### config.mk
export PLATFORM = sky130hd
export DESIGN_NAME = serial_subtractor
export DESIGN_NICKNAME = d
export VERILOG_FILES = /design/src/rtl/serial_subtractor_pkg.sv /design/src/rtl/serial_subtractor_half_subtractor.sv /design/src/rtl/serial_subtractor.sv
export SDC_FILE = /design/constraint.sdc
export NUM_CORES = 1
export LEC_CHECK = 0
export CORE_UTILIZATION = 51
export CTS_CLUSTER_DIAMETER = 80
export DETAILED_ROUTE_END_ITERATION = 8
export MAX_ROUTING_LAYER = met4
export PLACE_DENSITY = 0.81
export SLEW_MARGIN = 20
export SYNTH_ARGS = -nofsm -noshare
export SYNTH_HDL_FRONTEND = slang
export SYNTH_HIERARCHICAL = 1
export SYNTH_SLANG_ARGS = --single-unit
### constraint.sdc
create_clock -name clk -period 1.45 [get_ports clk]
set_input_delay 0.29 -clock clk [delete_from_list [all_inputs] [get_ports clk]]
set_output_delay 0.29 -clock clk [all_outputs]
set_load 0.05 [all_outputs]
### src/rtl/serial_subtractor_pkg.sv
// Shared definitions for the bit-serial subtractor.
// State encoding used by the serial_subtractor control FSM.
package serial_subtractor_pkg;

    typedef enum logic [1:0] {
        ST_IDLE = 2'd0,
        ST_RUN  = 2'd1,
        ST_DONE = 2'd2
    } state_t;

endpackage

### src/rtl/serial_subtractor_half_subtractor.sv
// One-bit half subtractor cell: d = x - y, bo = borrow out.
// Two of these plus an OR make the full-subtract step.
module half_subtractor (
    input  logic x,
    input  logic y,
    output logic d,
    output logic bo
);

    assign d  = x ^ y;
    assign bo = ~x & y;

endmodule

### src/rtl/serial_subtractor.sv
// Bit-serial a - b, LSB first, one bit per clock.
// start/busy/done handshake; diff and bout hold until the next completion.
module serial_subtractor
    import serial_subtractor_pkg::*;
#(
    parameter int WIDTH = 8
) (
    input  logic             clk,
    input  logic             rst,
    input  logic             start,
    input  logic [WIDTH-1:0] a,
    input  logic [WIDTH-1:0] b,
    output logic             busy,
    output logic             done,
    output logic [WIDTH-1:0] diff,
    output logic             bout
);

    localparam int CNT_W = $clog2(WIDTH);
    localparam logic [CNT_W-1:0] LAST = CNT_W'(WIDTH - 1);

    state_t           state;
    logic [WIDTH-1:0] sa;
    logic [WIDTH-1:0] sb;
    logic [WIDTH-1:0] res;
    logic             borrow;
    logic [CNT_W-1:0] cnt;

    logic             d1;
    logic             bo1;
    logic             d_bit;
    logic             bo2;
    logic             nb;
    logic [WIDTH-1:0] res_nxt;

    half_subtractor u_hs1 (
        .x  (sa[0]),
        .y  (sb[0]),
        .d  (d1),
        .bo (bo1)
    );

    half_subtractor u_hs2 (
        .x  (d1),
        .y  (borrow),
        .d  (d_bit),
        .bo (bo2)
    );

    assign nb      = bo1 | bo2;
    assign res_nxt = {d_bit, res[WIDTH-1:1]};

    always_ff @(posedge clk) begin
        if (rst) begin
            state  <= ST_IDLE;
            busy   <= 1'b0;
            done   <= 1'b0;
            diff   <= '0;
            bout   <= 1'b0;
            sa     <= '0;
            sb     <= '0;
            res    <= '0;
            borrow <= 1'b0;
            cnt    <= '0;
        end else begin
            case (state)
                ST_IDLE, ST_DONE: begin
                    done <= 1'b0;
                    if (start) begin
                        sa     <= a;
                        sb     <= b;
                        borrow <= 1'b0;
                        cnt    <= '0;
                        busy   <= 1'b1;
                        state  <= ST_RUN;
                    end else begin
                        state <= ST_IDLE;
                    end
                end
                ST_RUN: begin
                    // Result fills from the MSB end so it is aligned after WIDTH shifts.
                    res    <= res_nxt;
                    sa     <= sa >> 1;
                    sb     <= sb >> 1;
                    borrow <= nb;
                    cnt    <= cnt + CNT_W'(1);
                    if (cnt == LAST) begin
                        diff  <= res_nxt;
                        bout  <= nb;
                        done  <= 1'b1;
                        busy  <= 1'b0;
                        state <= ST_DONE;
                    end
                end
                default: begin
                    busy  <= 1'b0;
                    done  <= 1'b0;
                    state <= ST_IDLE;
                end
            endcase
        end
    end

endmodule

; ---- After elaboration in Yosys (flattened, before gate mapping)
; Cells that the tools add are included.
[totals]
ff_bits = 41
inputBits = 19
[classes]
addsub = 1
eq_ne = 5
muxes = 14
bitwise_logic = 8
n_reduce_logical = 7
[ops]
columns = cell, n
row1 = $pmux 8 s2, 2
row2 = $mux 8, 2
row3 = $pmux 3 s2, 1
row4 = $reduce_and 2->1, 3
row5 = $mux 1, 4
row6 = $ne 2x2->1 const B, 2
row7 = $pmux 1 s2, 2
row8 = $pmux 2 s2, 1
row9 = $reduce_or 2->1, 2
row10 = $add 3x1->3 const B, 1
row11 = $eq 3x3->1 const B, 1
row12 = $mux 3, 1
row13 = $not 1->1, 3
row14 = $and 1x1->1, 2
row15 = $eq 2x1->1 const B, 1
row16 = $eq 2x2->1 const B, 1
row17 = $logic_not 2->1, 1
row18 = $mux 2, 1
row19 = $reduce_bool 2->1, 1
row20 = $xor 1x1->1, 2
row21 = $or 1x1->1, 1

; ---- Longest topological paths before layout
; Gate-level depths: netlist of run 1.
[logic_depth]
ltp_word = 5
ltp_mapped = 8
ltp_nobuf = 8

; ---- Modules after synthesis
; Netlist of run 1, hierarchy kept.
[by_module_without_submodules]
columns = mod, n_inst, cells_each, area_per_inst_um2, seq_area_each_um2
row1 = serial_subtractor, 1, 193, 1574.0, 800.8
row2 = half_subtractor, 2, 3, 20.0, 0.0

; ---- Worst setup path after synthesis of run 1
; OpenSTA, ideal clock, no wires.
[synth_timing]
path_kind = reg2reg
start = register cnt[0]
end = register bout
setup_ns = 0.078
arrival_time_ns = 1.159
required_time_ns = 1.372
slack_ns = 0.213
stages_incl_launch_ff = 6
synth_period_minus_slack_ns = 1.237
cell_sequence = dfxtp_1 > ha_1 > ha_1 > clkbuf_1 > a21oi_1 > nor3_1
[synth_via]
elab_chain_cells = 2
[synth_rtl]
columns = item, line_no
row1 = "start, declared", serial_subtractor.sv:27  ; logic [CNT_W-1:0] cnt;
row2 = "start signal, assigned", serial_subtractor.sv:86  ; cnt <= cnt + CNT_W'(1);
row3 = $eq 3x3->1, serial_subtractor.sv:87  ; if (cnt == LAST) begin
row4 = $reduce_and 2->1 (no line), -
row5 = "end signal, assigned", serial_subtractor.sv:89  ; bout <= nb;
row6 = "end, declared", serial_subtractor.sv:16  ; output logic bout
; No other way between the ends.
; A chain may end at the register's enable or synchronous reset.

; ---- Worst setup path after layout of run 1
[layout_timing]
start = register cnt[0]
end = register diff[3]
[layout_via]
elab_chain_cells = 2
[layout_rtl]
columns = item, line_no
row1 = $eq 3x3->1, serial_subtractor.sv:87
row2 = $reduce_and 2->1 (no line), -
row3 = "end signal, assigned", serial_subtractor.sv:88  ; diff <= res_nxt;
row4 = "end, declared", serial_subtractor.sv:15  ; output logic [WIDTH-1:0] diff,
; No other way between the ends.

==> results.yml, run 1 <==
run_status:
  status: "complete, no violations"
route:
  viasPerCell: 5.21
  wirelength_microns: 3050
  drt-initial-drc-count: 81
  wl_met1_microns: 1470
  drc_errors: 0
  wl_met2_microns: 1410
  highest_layer: "met4"
  wl_per_cell_microns: 11.2
  ant_nets: 0
  first_pass_iters: 4
  via_count: 1417
  wl_met3_microns: 147
floorplan:
  num_rows: 20
  fp.coreArea_sq_um: 3030
  die_w_microns: 58.3
  ioPinCount: 30
  die_y_microns: 58.3
  start_util_pct: 53.3
  fp.dieArea_sq_um: 3390
critical_path:
  rr_worst_depth: 6
  critPathMaxFanout: 5
  cp-end-kind: "register"
  crit_arrival_ns: 1.59
  reg2reg_slack_ns: 0.13
  r2r_end: "diff[3]"
  cp.required_ns: 1.73
  start_kind: "register"
  critPathKind: "register to register"
  regToRegStartpoint: "cnt[0]"
cts:
  clk_path_buf_depth: 2
  postCtsSetupRepairBufs: 0
  htreeDepth: 2
  cts-root-buf: "clkbuf_4"
  clk_latency_ns: 0.35
  cts_tree: "built"
  hold_buffers: 0
  numCtsBuffers: 5
  cts.sinks: 40
  cts.clk_slew.worst_paths_ns: 0.12
  cts-resized-gates: 0
sta:
  timing.fmax_mhz: 760
  tns_ns: 0
  min_period_ns: 1.32
  setup_viol: 0
  hold_viol: 0
  slew_headroom_pct: 75.1
  skew_ns: 0.0122
  rsz0062_at_grt: "false"
  timing.final.crit_share_pct: 90.7
  worst_pin_slew_ns: 0.374
  slew_violations: 0
min_path:
  min_to: "res[1]"
  hold_class: "register to register"
  worstHoldStart: "res[2]"
  worstHoldPathCells: 2
cells_and_area:
  final_util_pct: 71.0
  fill_cells: 229
  nets: 251
  instances_no_fill: 272
  diodes: 0
  drive_above_1_share_pct: 13.2
  synthToLayoutAreaGrowth_pct: 33.1
global_route:
  grt_first_pass_wirelength_microns: 5030
  grt_pass1_vias: 1154
  antenna_found_initial: 0
  grt_usage_pct: 20.1
  overflow: 0
  grt_max_degree: 41
synthesis:
  async_flop_share_pct: 0
  syn-cell-area_sq_um: 1610
  synthCells: 199
  synth_warnings: 6
  yosysMostFrequentCell: "nand2_1"
  synth_ff_type: "dfxtp_1"
  synthTopCellsByArea: "dfxtp_1, nand2_1, a311oi_1, a21oi_1, nand3_1"
  ys_ff_latch: 40
  yosysTopAreaCell: "dfxtp_1"
  synth-edff-count: 0
  synth_cell_types: 21
  ys_seq_area_share_pct: 49.6
  synth_top_cell_area_share_pct: 49.6
  syn_area_per_cell_sq_um: 8.11
  syn-num-nets: 222
  ys_top_cells_by_count: "nand2_1, dfxtp_1, a21oi_1"
placed_design:
  portBuffers: 29
  detailed_place_hpwl_microns: 2020
  gp_congestion: 0.717
  dpl.cell_count: 265
power_and_ir_drop:
  p_leak_nw: 0.806
  ir_worst_vdd_mv: 0.747
  powerDensity_nw_per_um2: 979
  power_w: 0.00210
run:
  cap_violations: 0
==> cells by family (layout without fill, tap and decap cells) <==
| kind of cell | after synthesis | after routing | share of synthesized area [%] |
|---|---|---|---|
| AO/OA/AOI/OAI | 40 | 40 | 15.8 |
| adder cells (fa/ha/maj) | 4 | 4 | 3.10 |
| buffers and inverters | 20 | 49 | 6.82 |
| flip-flops | 40 | 40 | 49.6 |
| AND/OR/NAND/NOR | 95 | 95 | 24.7 |
==> critical path, stage by stage (launching register included) <==
cell and delay [ns]:
dfxtp_2 0.34, ha_1 0.20, ha_2 0.20, nand3b_1 0.14, buf_4 0.16, nand2_1 0.05
a21oi_1 0.15
==> layout make-up <==
cell class | count | area, sq um | area share [%]
clock buffer | 7 | 65.1 | 3.03
inverter | 4 | 15.0 | 0.699
multi-input combinational | 139 | 706 | 32.8
sequential | 40 | 802 | 37.3
tap | 44 | 55.1 | 2.56
timing repair buffer | 38 | 505 | 23.5
==> worst max-delay path by stage <==
stage                     startpoint  endpoint  slack [ns]  cells past startpoint
after floorplan               cnt[0]      bout        0.21                      5
after global placement         start     sa[6]       -0.10                      5
after detailed placement       start     sb[0]       -0.18                      5
after CTS                     cnt[0]   diff[3]        0.04                      6
after global routing          cnt[0]   diff[3]        0.02                      6
final                         cnt[0]   diff[3]        0.13                      6
==> through the flow <==
step	hold slack (ns)	setup slack (ns)	cell area, sq um
2_1_floorplan	0.426	0.213	1610
3_3_place_gp	0.451	-0.102	2080
3_5_place_dp	0.452	-0.179	2080
4_1_cts	0.465	0.0442	2140
5_1_grt	0.472	0.0178	2150
6_report	0.466	0.135	2150
==> flip-flops by register name, summed over array words and instances (netlist names) <==
name / flops
cnt: 3
state: 2
sb: 8
borrow: 1
busy: 1
diff: 8
sa: 8
bout: 1
res: 7
done: 1
==> layer usage <==
layer | global-route usage [%] | up-vias
met3 | 4.02 | 2
met4 | 10.2 | 0
met5 | - | -
met1 | 25.9 | 650
met2 | 29.9 | 33
li1 | - | 732
==> report_power, final <==
group,leakage (nW),internal (W),total (W),switching (W)
Clock,0.0374,0.000275,0.000630,0.000355
Combinational,0.442,0.000139,0.000290,0.000151
Sequential,0.327,0.00115,0.00118,0.0000309
Total,0.806,0.00157,0.00210,0.000536
==> cell usage in the layout (no fill, tap or decap), types with 4 or more instances in the layout <==
cell type / count
buf_12: 14
nor2_1: 18
a311oi_1: 14
buf_4: 6
a21oi_1: 23
clkbuf_4: 5
inv_1: 4
clkdlybuf4s50_1: 18
nand3_1: 14
dfxtp_1: 39
nand2_1: 54
Note: power is estimated with default switching activity, not from simulation.
==> inputs of run 2 (changes only) <==
Settings changed: CTS_CLUSTER_SIZE set to 10.
==> results of run 2 <==
Final layout, timing and power as in run 1 (identical DEF).
